[src/rtl/i2s_tx_fifo.sv]
// rtl/i2s_tx_fifo.sv - I2S / left-justified serial transmitter fed by a stereo-pair FIFO
module i2s_tx_fifo #(
  parameter int WORD_LEN   = 16,
  parameter int SLOT_LEN   = 16,
  parameter int FIFO_DEPTH = 4
) (
  input  logic                          BCLK,
  input  logic                          RST,
  input  logic                          en,
  input  logic                          mode,
  input  logic [WORD_LEN-1:0]           dataL,
  input  logic [WORD_LEN-1:0]           dataR,
  input  logic                          inValid,
  output logic                          inReady,
  input  logic                          clrUnderrun,
  output logic                          LRCLK,
  output logic                          dataOut,
  output logic                          underrun,
  output logic [$clog2(FIFO_DEPTH):0]   level
);

  localparam int AW = $clog2(FIFO_DEPTH);
  localparam int CW = $clog2(2 * SLOT_LEN);
  localparam logic [CW-1:0] CNT_LAST = CW'(2 * SLOT_LEN - 1);
  localparam logic [CW-1:0] SLOT_C   = CW'(SLOT_LEN);
  localparam logic [AW:0]   FULL_LVL = (AW + 1)'(FIFO_DEPTH);

  localparam logic [0:0] ST_IDLE = 1'b0;
  localparam logic [0:0] ST_RUN  = 1'b1;

  logic [0:0]            state_q, state_d;
  logic [CW-1:0]         cnt_q, cnt_d;
  logic [WORD_LEN-1:0]   word_l_q, word_l_d;
  logic [WORD_LEN-1:0]   word_r_q, word_r_d;
  logic                  mode_q, mode_d;
  logic                  delay_q, delay_d;
  logic                  underrun_q, underrun_d;
  logic [AW-1:0]         wr_ptr_q, wr_ptr_d;
  logic [AW-1:0]         rd_ptr_q, rd_ptr_d;
  logic [AW:0]           level_q, level_d;
  logic [2*WORD_LEN-1:0] mem_q [FIFO_DEPTH];

  logic                  right_slot;
  logic [CW-1:0]         pos;
  logic [WORD_LEN-1:0]   cur_word;
  logic [WORD_LEN-1:0]   shifted;
  logic                  lj_bit;
  logic                  frame_end;
  logic                  pop_req;
  logic                  empty;
  logic                  full;
  logic                  push;
  logic                  pop;
  logic                  new_ur;
  logic [2*WORD_LEN-1:0] head;

  // Left-justified bit for the current slot position; zero beyond the word and while idle
  always_comb begin
    right_slot = (cnt_q >= SLOT_C);
    pos        = right_slot ? (cnt_q - SLOT_C) : cnt_q;
    cur_word   = right_slot ? word_r_q : word_l_q;
    shifted    = cur_word << pos;
    lj_bit     = (state_q == ST_RUN) & shifted[WORD_LEN-1];
  end

  // Serial outputs: I2S mode uses the one-BCLK delayed copy, LRCLK is never delayed
  always_comb begin
    LRCLK    = (state_q == ST_RUN) & right_slot;
    dataOut  = (state_q == ST_RUN) ? (mode_q ? lj_bit : delay_q) : 1'b0;
    underrun = underrun_q;
    level    = level_q;
    inReady  = ~full;
  end

  // Next-state logic: framing FSM, FIFO pointers and the sticky underrun flag
  always_comb begin
    empty     = (level_q == '0);
    full      = (level_q == FULL_LVL);
    frame_end = (state_q == ST_RUN) && (cnt_q == CNT_LAST);
    pop_req   = en && ((state_q == ST_IDLE) || frame_end);
    push      = inValid && !full;
    pop       = pop_req && !empty;
    new_ur    = pop_req && empty;
    head      = mem_q[rd_ptr_q];

    state_d   = state_q;
    cnt_d     = cnt_q;
    mode_d    = mode_q;
    word_l_d  = word_l_q;
    word_r_d  = word_r_q;
    delay_d   = lj_bit;

    if (state_q == ST_IDLE) begin
      cnt_d = '0;
      if (en) begin
        state_d = ST_RUN;
        mode_d  = mode;
      end
    end else begin
      cnt_d = frame_end ? '0 : cnt_q + 1'b1;
      if (frame_end) begin
        if (!en) state_d = ST_IDLE;
        else     mode_d  = mode;
      end
    end

    if (pop_req) begin
      word_l_d = pop ? head[2*WORD_LEN-1:WORD_LEN] : '0;
      word_r_d = pop ? head[WORD_LEN-1:0]          : '0;
    end

    wr_ptr_d   = wr_ptr_q + AW'(push);
    rd_ptr_d   = rd_ptr_q + AW'(pop);
    level_d    = level_q + (AW + 1)'(push) - (AW + 1)'(pop);
    underrun_d = new_ur ? 1'b1 : (clrUnderrun ? 1'b0 : underrun_q);
  end

  // State registers, cleared asynchronously by RST
  always_ff @(negedge BCLK or posedge RST) begin
    if (RST) begin
      state_q    <= ST_IDLE;
      cnt_q      <= '0;
      word_l_q   <= '0;
      word_r_q   <= '0;
      mode_q     <= 1'b0;
      delay_q    <= 1'b0;
      underrun_q <= 1'b0;
      wr_ptr_q   <= '0;
      rd_ptr_q   <= '0;
      level_q    <= '0;
    end else begin
      state_q    <= state_d;
      cnt_q      <= cnt_d;
      word_l_q   <= word_l_d;
      word_r_q   <= word_r_d;
      mode_q     <= mode_d;
      delay_q    <= delay_d;
      underrun_q <= underrun_d;
      wr_ptr_q   <= wr_ptr_d;
      rd_ptr_q   <= rd_ptr_d;
      level_q    <= level_d;
    end
  end

  // FIFO storage; contents are don't-care while the pointers say empty
  always_ff @(negedge BCLK) begin
    if (push) mem_q[wr_ptr_q] <= {dataL, dataR};
  end

endmodule
[config.mk]
export PLATFORM = sky130hd
export DESIGN_NAME = i2s_tx_fifo
export DESIGN_NICKNAME = d
export VERILOG_FILES = /design/src/rtl/i2s_tx_fifo.sv
export SDC_FILE = /design/constraint.sdc
export NUM_CORES = 1
export LEC_CHECK = 0
export CORE_UTILIZATION = 45
export DETAILED_ROUTE_END_ITERATION = 6
export PLACE_DENSITY_LB_ADDON = 0.05
export SETUP_SLACK_MARGIN = 0.02
export SLEW_MARGIN = 15
export SYNTH_ARGS = -nofsm -noshare
export SYNTH_HDL_FRONTEND = slang
export SYNTH_SLANG_ARGS = --single-unit
[constraint.sdc]
create_clock -name BCLK -period 4.85 [get_ports BCLK]
set_input_delay 0.485 -clock BCLK [delete_from_list [all_inputs] [get_ports BCLK]]
set_output_delay 0.485 -clock BCLK [all_outputs]
set_load 0.01 [all_outputs]
==> Word level (Yosys, flattened, before mapping) <==
Memory sizes are Yosys's and may differ from the RTL's.
Index checks and enable logic that the tools add are counted.
{ "op_classes": {"n_reduce_logical": 10, "addsub": 6, "bitwise_logic": 4, "div_mod_pow": 0, "magnitude_cmp": 1, "muxes": 18, "mul": 0, "eq_ne": 3, "shift": 1} }
{ "ops": {"columns": ["op", "count"], "rows": [
  ["16-bit 2-to-1 mux", 3],
  ["16-bit by 5-bit << shifter with 16-bit output", 1],
  ["5-bit 2-to-1 mux", 3],
  ["1-bit 2-to-1 mux", 12],
  ["5-bit by 1-bit adder with 5-bit output (second input constant)", 1],
  ["5-bit equality test (second input constant)", 1],
  ["5-bit greater-or-equal comparator (second input constant)", 1],
  ["1-bit logical AND", 5],
  ["5-bit subtractor (second input constant)", 1],
  ["2-bit by 1-bit adder with 2-bit output", 2],
  ["3-bit by 1-bit adder with 3-bit output", 1],
  ["3-bit equality test (second input constant)", 1],
  ["3-bit logical NOT", 1],
  ["3-bit by 1-bit subtractor with 3-bit output", 1],
  ["1-bit bitwise AND", 2],
  ["1-bit logical NOT", 2],
  ["2-bit by 1-bit != test with 1-bit output (second input constant)", 1],
  ["1-bit NOT", 2],
  ["2-bit nonzero test", 1],
  ["1-bit logical OR", 1]
]} }
{ "word_totals": {"memories": 1, "reg_bits": 48, "out_inout_bits": 7, "input_bits": 38, "ram_bits": 128, "latch_bits": 0, "mem_bits_ro": 0} }
{ "mem_list": {"columns": ["name", "depth", "word_bits", "rd", "rd_ports_with_merged_regs", "wr", "line_no", "source"], "rows": [
  ["mem_q", 4, 32, 1, 0, 1, "41", "logic [2*WORD_LEN-1:0] mem_q [FIFO_DEPTH];"]
]} }

==> Longest topological paths before layout <==
Gate-level depths: netlist of the first run.
{ "depth": {"word_depth": 6, "ltp_mapped": 15, "depth_no_buf": 13} }

==> results, run 1 <==
- The flow ran to the end, but the final reports show violations.
- The checks that failed: setup timing.
- Net switching is 31.4% of the power.
- The aggregate global routing overflow is 0.
- CTS built an H-tree with a depth of 4.
- The data arrival at the endpoint of the critical path is 4.68 ns.
- Along the worst path, the maximum fanout reaches 3.
- The synthesized netlist devotes 5.16% of its cell area to compound gates.
- For this design the static power due to leakage is 3.68 nW.
- The cell area that synthesis handed to floorplanning was 0.00676 mm^2.
- The post-DP HPWL is 7.25 mm.
- In this run the worst setup path terminates at dataOut.
- The cell type contributing the most total cell area after synthesis is sky130_fd_sc_hd__edfxtp_1.
- The via count of the first global-routing pass is 4032.
- The number of nets in the final layout is 580.
- The endpoint kind of the worst setup timing path is a primary output.
- The width of the die is 125 um.
- The post-synthesis mux area share is 13.5%.
- Combinational logic burns 26.4% of the power.
- The first detailed-routing pass took 4 iterations.
- The synthesized design contains 128 enable-type register cells.
- Once detail routing completed, the nets flagged for antenna violations numbered 0.
- Max-cap violations in this run came to 0.
- The endpoint required time on the critical path is 4.37 ns.
- The count of non-filler cells in the finished layout is 731.
- The master cell of the clock root buffer is sky130_fd_sc_hd__clkbuf_16.
- Of the total synthesized cell area, the portion taken by XOR and XNOR cells is 0.777%.
- By area, the combinational part of the netlist is dominated by multiplexers.
- The number of remaining DRC errors is 0.
- The initial utilization of the core area, before any placement, comes to 46.3%.
- The endpoint identified for the worst register-to-register timing path is level[2].
- The final hold violation count was 0.
- Final hold analysis gives a worst-case slack of 0.445 ns.
- The number of fill cells in the layout is 1169.
- The total I/O pin count is 45.
- In this run the most critical hold path is launched from word_r_q[10].
- Total power for the finished layout comes to 0.00538 W.
- The floorplan step defined a die boundary enclosing 0.0155 mm^2.
- Hold repair after CTS inserted 0 buffers.
- The startpoint identified for the worst register-to-register timing path is cnt_q[0].
- The worst-case register-to-register setup slack is 1.83 ns.
- Setup repair after global routing could not meet its margin everywhere.
- The total of warnings raised by yosys is 0.
- The routability congestion estimate from global placement is 0.776.
- Summing all multi-input logic gate instances after layout gives 0.00163 mm^2.
- The source-to-sink clock delay at the later pin of the worst-skew pair is 0.47 ns.
- The number of cells on the worst reg-to-reg path is 15.
- The number of setup violations in the final report is 1.
- Once routing completed, OpenROAD measured the worst setup slack at -0.314 ns.
- Across the whole layout, storage elements account for 0.00504 mm^2.
- The worst IR drop on VDD is 0.000293 V.
- For the final database, setup skew stands at 0.0691 ns.
- The basic-gate share of the synthesized area counting and, or, nand and nor cells is 2.28%.
- In the routed layout, each cell is associated on average with a via count of 5.08.
- Power spread over the standard cell area amounts to 617 mW/mm^2.
- The clock sink count is 176.
- The register clock-pin slew on the reported worst setup and hold paths is 0.05 ns.
- In this run, flip-flops and latches consume 41.8% of the power.
- The synthesized netlist cell count is 333.
- TritonCTS built the clock tree.
- The antenna diode instance count is 0.
- The type of the tightest min-delay check is reg -> reg.
- The synthesized netlist devotes 1.59% of its cell area to adder and majority cells.
- The number of buffers created by CTS is 17.
- The total area inside the core boundary comes to 0.0146 mm^2.
- Yosys attributes the largest share of cell area to sky130_fd_sc_hd__edfxtp_1 57%, sky130_fd_sc_hd__dfrtn_1 18%, sky130_fd_sc_hd__mux4_2 12%.
- Timing analysis after detailed placement gives a worst setup slack of -0.360 ns.
- The proportion of layout cells with a drive suffix above 1 is 19.6%.
- The die is 125 um tall.
- Averaged over all synthesized cells, the footprint is 20.3 um^2.
- The internal portion of total power is 0.00370 W.
- The transition time of the tightest slew-check pin is 0.831 ns.
- The relative area change from synthesis to final layout is 29.2%.
- The share of total power in the clock network is 31.8%.
- In this run the tool buffered the top-level ports with 44 buffer cells.
- The type of origin of the critical path is a register.
- The share of synthesized flip-flops with an asynchronous set or reset is 27.3%.
- The via total after detailed routing is 3714.
- The category of the most critical setup path is reg -> out.
- The distinct cell type count of the synthesized netlist is 34.
- The first routing iteration left 159 violations.
- The routed design has 12.5 mm of wire.
- The number of max-slew violations in the final report is 0.
- The number of antenna violations at the first check in global routing came to 0.
- Entering global routing, the biggest net connects 34 pins.
- The worst pin sits at a relative slew slack of 44.6%.
- After floorplanning, the core was divided into 44 placement rows.
- The number of nets handed over by synthesis was 379.
- The flip-flop cell with the highest count after synthesis is sky130_fd_sc_hd__edfxtp_1.
- For this design the total switching power over the nets is 0.00169 W.
- The first global-routing pass estimated 20.5 mm of wire.
- The number of placed instances, taps included, is 567.
- After detailed routing, the average wire length per cell comes to 17.1 um.
- Global routing consumed, over all layers together, 17.9% of the routing resources.
- For this run, the share of the core covered by cells in the final layout is 59.8%.
- The fraction of synthesized cell area taken by the top area cell type is 56.9%.
- The longest clock path from root to sink contains 2 buffers.
- The worst setup path startpoint is cnt_q[0].
- The register bit total from synthesis is 176.
- The count of cells along the worst hold path is 1.
- The sequential fraction of the synthesis area is 74.6%.
==> layout make-up <==
type | instances | share of cell area (%)
clock buffers | 19 | 4.96
clock inverters | 141 | 7.15
inverters | 11 | 0.473
multi-input cells | 127 | 18.6
flip-flops and latches | 176 | 57.8
well taps | 184 | 2.64
repair buffers | 73 | 8.38
==> cell usage after synthesis (4+ instances only) <==
master                     count
sky130_fd_sc_hd__mux2i_1       4
sky130_fd_sc_hd__nand2_1       4
sky130_fd_sc_hd__dfrtn_1      48
sky130_fd_sc_hd__inv_1        12
sky130_fd_sc_hd__mux4_2       37
sky130_fd_sc_hd__a22o_1       33
sky130_fd_sc_hd__clkbuf_1      6
sky130_fd_sc_hd__edfxtp_1    128
sky130_fd_sc_hd__xnor2_1       4
sky130_fd_sc_hd__nor2_1       10
sky130_fd_sc_hd__ha_1          7
sky130_fd_sc_hd__buf_2         7
==> worst max-delay path: stages, from the launching register on <==
cell and delay (ns):
sky130_fd_sc_hd__dfrtn_1 0.41, sky130_fd_sc_hd__buf_4 0.14, sky130_fd_sc_hd__mux4_2 0.50, sky130_fd_sc_hd__a22o_1 0.24, sky130_fd_sc_hd__o31ai_1 0.28, sky130_fd_sc_hd__o22ai_2 0.14, sky130_fd_sc_hd__buf_2 0.16
==> kinds of logic after synthesis <==
group           count (synthesis)
fa+ha+maj                       8
mux                            43
compound gates                 40
simple gates                   30
flops                         176
buf+inv                        30
xor+xnor                        6
==> metal layers <==
metal	track usage (%)	wire, um	up-vias	share of wire [%]
met4	8.72	136	0	1.1
met5	0	0	-	0
met3	6.36	428	12	3.4
met1	21.6	5490	1892	44
li1	-	-	1745	-
met2	28.8	6450	65	52
==> state kept, by name (all words and copies together), names as in the netlist <==
| name | flops |
|---|---|
| level | 3 |
| mode_q | 1 |
| rd_ptr_q | 2 |
| delay_q | 1 |
| state_q | 1 |
| word_r_q | 16 |
| underrun | 1 |
| mem_q | 128 |
| cnt_q | 5 |
| word_l_q | 16 |
| wr_ptr_q | 2 |
==> worst min-delay path by stage <==
stage,slack (ns),end
after floorplan,0.42,word_r_q[3]
after global placement,0.46,word_l_q[1]
after detailed placement,0.45,word_r_q[10]
after CTS,0.45,word_r_q[10]
after global routing,0.48,word_r_q[10]
final,0.45,word_r_q[10]
==> repair_timing <==
action                                  CTS  global route
setup buffers                             2             3
endpoints found under the hold margin     0             0
pin swaps                                 3             3
endpoints found under the setup margin    1             1
gates resized for setup                   9             0
==> through the flow <==
stage | setup TNS [ns] | area, um^2
detailed placement | -0.485 | 7610
CTS | -0.378 | 8700
global placement | -0.423 | 7610
global route | -0.389 | 8730
floorplan | 0 | 6770
finish | -0.314 | 8730
==> cells in the final DEF, fill, tap and decap left out, drive strengths merged <==
| cell | netlist | routed |
|---|---|---|
| o21ai | 1 | 1 |
| mux2i | 4 | 4 |
| clkdlybuf4s50 | 0 | 43 |
| o31ai | 1 | 1 |
| nand2b | 2 | 2 |
| a32o | 1 | 1 |
| o221ai | 1 | 1 |
| nand3b | 1 | 1 |
| bufinv | 0 | 1 |
| nor2 | 10 | 10 |
| edfxtp | 128 | 128 |
| nand3 | 2 | 2 |
| xor2 | 2 | 2 |
| o22ai | 2 | 2 |
| xnor2 | 4 | 4 |
| nor2b | 1 | 1 |
| clkbuf | 6 | 19 |
| nor3b | 3 | 3 |
| and3b | 1 | 1 |
| nor3 | 3 | 3 |
| mux2 | 1 | 1 |
| and2 | 1 | 1 |
| ha | 7 | 7 |
| and3 | 2 | 2 |
| a22o | 33 | 33 |
| buf | 12 | 30 |
| clkinv | 0 | 8 |
| o41ai | 1 | 1 |
| fa | 1 | 1 |
| mux4 | 38 | 38 |
| dfrtn | 48 | 48 |
| nand2 | 4 | 4 |
| inv | 12 | 143 |
==> power by group through the flow <==
| stage | clock [W] | combinational [W] | sequential [W] |
|---|---|---|---|
| 2_1_floorplan | 0.000158 | 0.000959 | 0.00219 |
| 3_5_place_dp | 0.000158 | 0.00138 | 0.00229 |
| 3_3_place_gp | 0.000158 | 0.00138 | 0.00228 |
| 4_1_cts | 0.00178 | 0.00143 | 0.00226 |
| 5_1_grt | 0.00192 | 0.00155 | 0.00230 |
| 6_report | 0.00171 | 0.00142 | 0.00225 |
Note: power is estimated with default switching activity, not from simulation.
==> run 2, diff against run 1 <==
TNS_END_PERCENT = 20   (was default)
==> run 2 against run 1 <==
  * The flow still finishes with violations (setup timing)
  * Sequential cell count unchanged
  * Clock power up 4%
  * Routed wire length rose by 2.0%
  * Die area unchanged
  * Register-to-register slack worse by 0.07 ns
  * Combinational power is essentially flat
==> results, run 2 (same netlist as run 1, synthesis figures left out) <==
- The total detailed-routing wirelength was 12.8 mm (+2.0%).
- The largest registers in the layout are mem_q (128), word_l_q (16), word_r_q (16).
- The number of buffers created by CTS is 17 (unchanged).
- The first-pass GRT wire length was 21.2 mm (+3.3%).
- The data arrival at the endpoint of the critical path is 4.75 ns (+0.07 ns).
- The port buffer count is 44 (unchanged).
- The endpoint required time on the critical path came to 4.37 ns (about the same).
- The routability congestion estimate from global placement is 0.817 (+5.3%).
- The final standard cell utilization of the core came to 59.9% (about the same).
- The number of DRC violations after detailed-routing iteration 0 is 184 (+16%).
- The top cell types in the final layout, fill and taps aside, are 139 x sky130_fd_sc_hd__inv_1, 128 x sky130_fd_sc_hd__edfxtp_1, 48 x sky130_fd_sc_hd__dfrtn_1.
- The detailed-router iteration count before antenna repair is 4 (unchanged).
- The endpoint identified for the worst register-to-register timing path is level[2].
- The maximum number of pins on one net before global-route repair is 34 (unchanged).
- The core area is 0.0146 mm^2 (unchanged).
- Leaving out fill and tap cells, the most frequent cell in the layout is sky130_fd_sc_hd__inv_1.
- The antenna violation net count after detailed routing is 0 (unchanged).
- The source-to-sink clock delay at the later pin of the worst-skew pair is 0.46 ns (about the same).
- The via density per instance is 5.07 (-0.24%).
- The proportion of layout cells with a drive suffix above 1 came to 19.9% (+0.33 points).
- The worst-case register-to-register setup slack is 1.76 ns (-0.07 ns).
- TritonCTS built the clock tree.
- The number of cells traversed by the worst register-to-register path was 15 (unchanged).
- The average wire per cell in the routed design was 17.4 um (+1.9%).
- The number of nets in the final layout is 581 (+0.17%).
- The worst hold path terminates at rd_ptr_q[1].
- STA classifies the critical path endpoint as a primary output.
- The worst IR drop on VDD came to 0.000270 V (-8.1%).
- The final hold violation count is 0 (unchanged).
- In this run the most critical hold path is launched from rd_ptr_q[1].
- The worst setup skew after layout is 0.0656 ns (-0.00349 ns).
- The clock sink count is 176 (unchanged).
- The total I/O pin count came to 45 (unchanged).
- The run finished, with violations left.
- The maximum fanout along the worst path came to 6 (+3).
- The register clock-pin slew on the reported worst setup and hold paths is 0.05 ns (about the same).
- The number of setup violations in the final report is 1 (unchanged).
- The number of antenna violations at the first check in global routing is 0 (unchanged).
- The register bank with the most flops is mem_q.
- The worst setup path is of the reg -> out kind.
- The transition time of the tightest slew-check pin is 0.685 ns (-0.146 ns).
- The via count of the first global-routing pass is 4202 (+4.2%).
- The count of non-filler cells in the finished layout was 732 (+0.14%).
- The post-placement cell count came to 572 (+0.88%).
- The number of remaining DRC errors is 0 (unchanged).
- The area of the multi-input gates is 0.00162 mm^2 (-0.46%).
- The overall track demand over capacity in global routing is 18.3% (+0.40 points).
- The leakage component of the power is 3.68 nW (about the same).
- The relative area change from synthesis to final layout came to 29.2% (about the same).
- The aggregate global routing overflow is 0 (unchanged).
- STA classifies the critical path startpoint as a register.
- The worst-case headroom to the max-slew limit is 54.4% (+9.7 points).
- The worst-case clock buffer depth was 2 (unchanged).
- The antenna diode instance count was 0 (unchanged).
- The number of max-slew violations in the final report is 0 (unchanged).
- The final setup slack of the worst path is -0.387 ns (-0.0731 ns).
- The post-DP HPWL came to 7.59 mm (+4.6%).
- The number of H-tree levels was 4 (unchanged).
- The chip height is 125 um (unchanged).
- The number of fill cells in the layout is 1144 (-2.1%).
- The initial standard-cell utilization of the core is 46.3% (unchanged).
- The sequential cell area is 0.00504 mm^2 (unchanged).
- The overall die area is 0.0155 mm^2 (unchanged).
- The master cell of the clock root buffer is sky130_fd_sc_hd__clkbuf_16.
- The flip-flop count of the largest register, all copies and words added is 128 (unchanged).
- The count of cells along the worst hold path is 1 (unchanged).
- The beginning of the worst register-to-register path is cnt_q[0].
- The number of maximum-capacitance constraint violations is 0 (unchanged).
- The total number of placement rows was 44 (unchanged).
- The width of the die was 125 um (unchanged).
- The via total after detailed routing is 3710 (-0.11%).
- Setup repair after global routing could not meet its margin everywhere.
- The hold slack is 0.445 ns (+0.0000250 ns).
- In this run the worst hold path is classified as reg -> reg.
- The final reports fail on setup timing.
- The areal power density over the cells is 623 mW/mm^2 (+0.94%).
-- run 2: stage by stage --
step | setup slack [ns] | setup TNS, ns | total power (W) | instance area [um^2]
finish | -0.387 | -0.387 | 0.00544 | 8730
floorplan | -1.05 | -60.59 | 0.00331 | 6760
detailed placement | -0.246 | -0.376 | 0.00384 | 7630
global route | -0.470 | -0.470 | 0.00582 | 8730
CTS | -0.391 | -0.391 | 0.00552 | 8710
global placement | -0.261 | -0.344 | 0.00383 | 7630
-- run 2: worst max-delay path by stage --
stage	slack (ns)	cells past startpoint	start	endpoint
after global routing	-0.47	7	cnt_q[0]	dataOut
after global placement	-0.26	6	cnt_q[0]	dataOut
after floorplan	-1.05	2	inValid	mem_q[2][0]
after detailed placement	-0.25	6	cnt_q[0]	dataOut
final	-0.39	7	cnt_q[0]	dataOut
after CTS	-0.39	6	cnt_q[0]	dataOut
-- run 2: area by class of cell --
class | count | share of cell area [%]
Sequential cell | 176 | 57.8
Multi-Input combinational cell | 127 | 18.5
Timing Repair Buffer | 74 | 8.14
Clock inverter | 141 | 7.39
Clock buffer | 19 | 5.07
Tap cell | 184 | 2.64
Inverter | 11 | 0.473
-- run 2: worst max-delay path: stages (launching register included) --
cell and delay [ns]:
sky130_fd_sc_hd__dfrtn_1 0.41, sky130_fd_sc_hd__buf_4 0.12, sky130_fd_sc_hd__buf_4 0.14, sky130_fd_sc_hd__mux4_2 0.50, sky130_fd_sc_hd__a22o_1 0.26, sky130_fd_sc_hd__o31ai_2 0.22
sky130_fd_sc_hd__o22ai_2 0.13, sky130_fd_sc_hd__buf_2 0.16
-- run 2: per-layer routing --
metal	GRT usage (%)	vias to the layer above	part of all wire, %	wire (um)
li1	-	1747	-	-
met1	23.0	1894	46	5870
met2	29.4	58	50	6400
met3	5.15	11	2.7	344
met4	9.00	0	1.2	149
met5	0	-	0	0
-- run 2: power breakdown --
part           internal, W  switching (W)  total, W
clock network     0.000969       0.000812   0.00178
logic             0.000759       0.000673   0.00143
registers          0.00205       0.000172   0.00222
total              0.00378        0.00166   0.00544
-- run 2: what timing repair did --
| item | in CTS | in global routing |
|---|---|---|
| setup buffers | 1 | 0 |
| hold buffers | 0 | 0 |
| gates cloned | 0 | 0 |
| pin swaps | 3 | 2 |
| setup endpoints to repair | 1 | 1 |
| gates resized for setup | 6 | 3 |
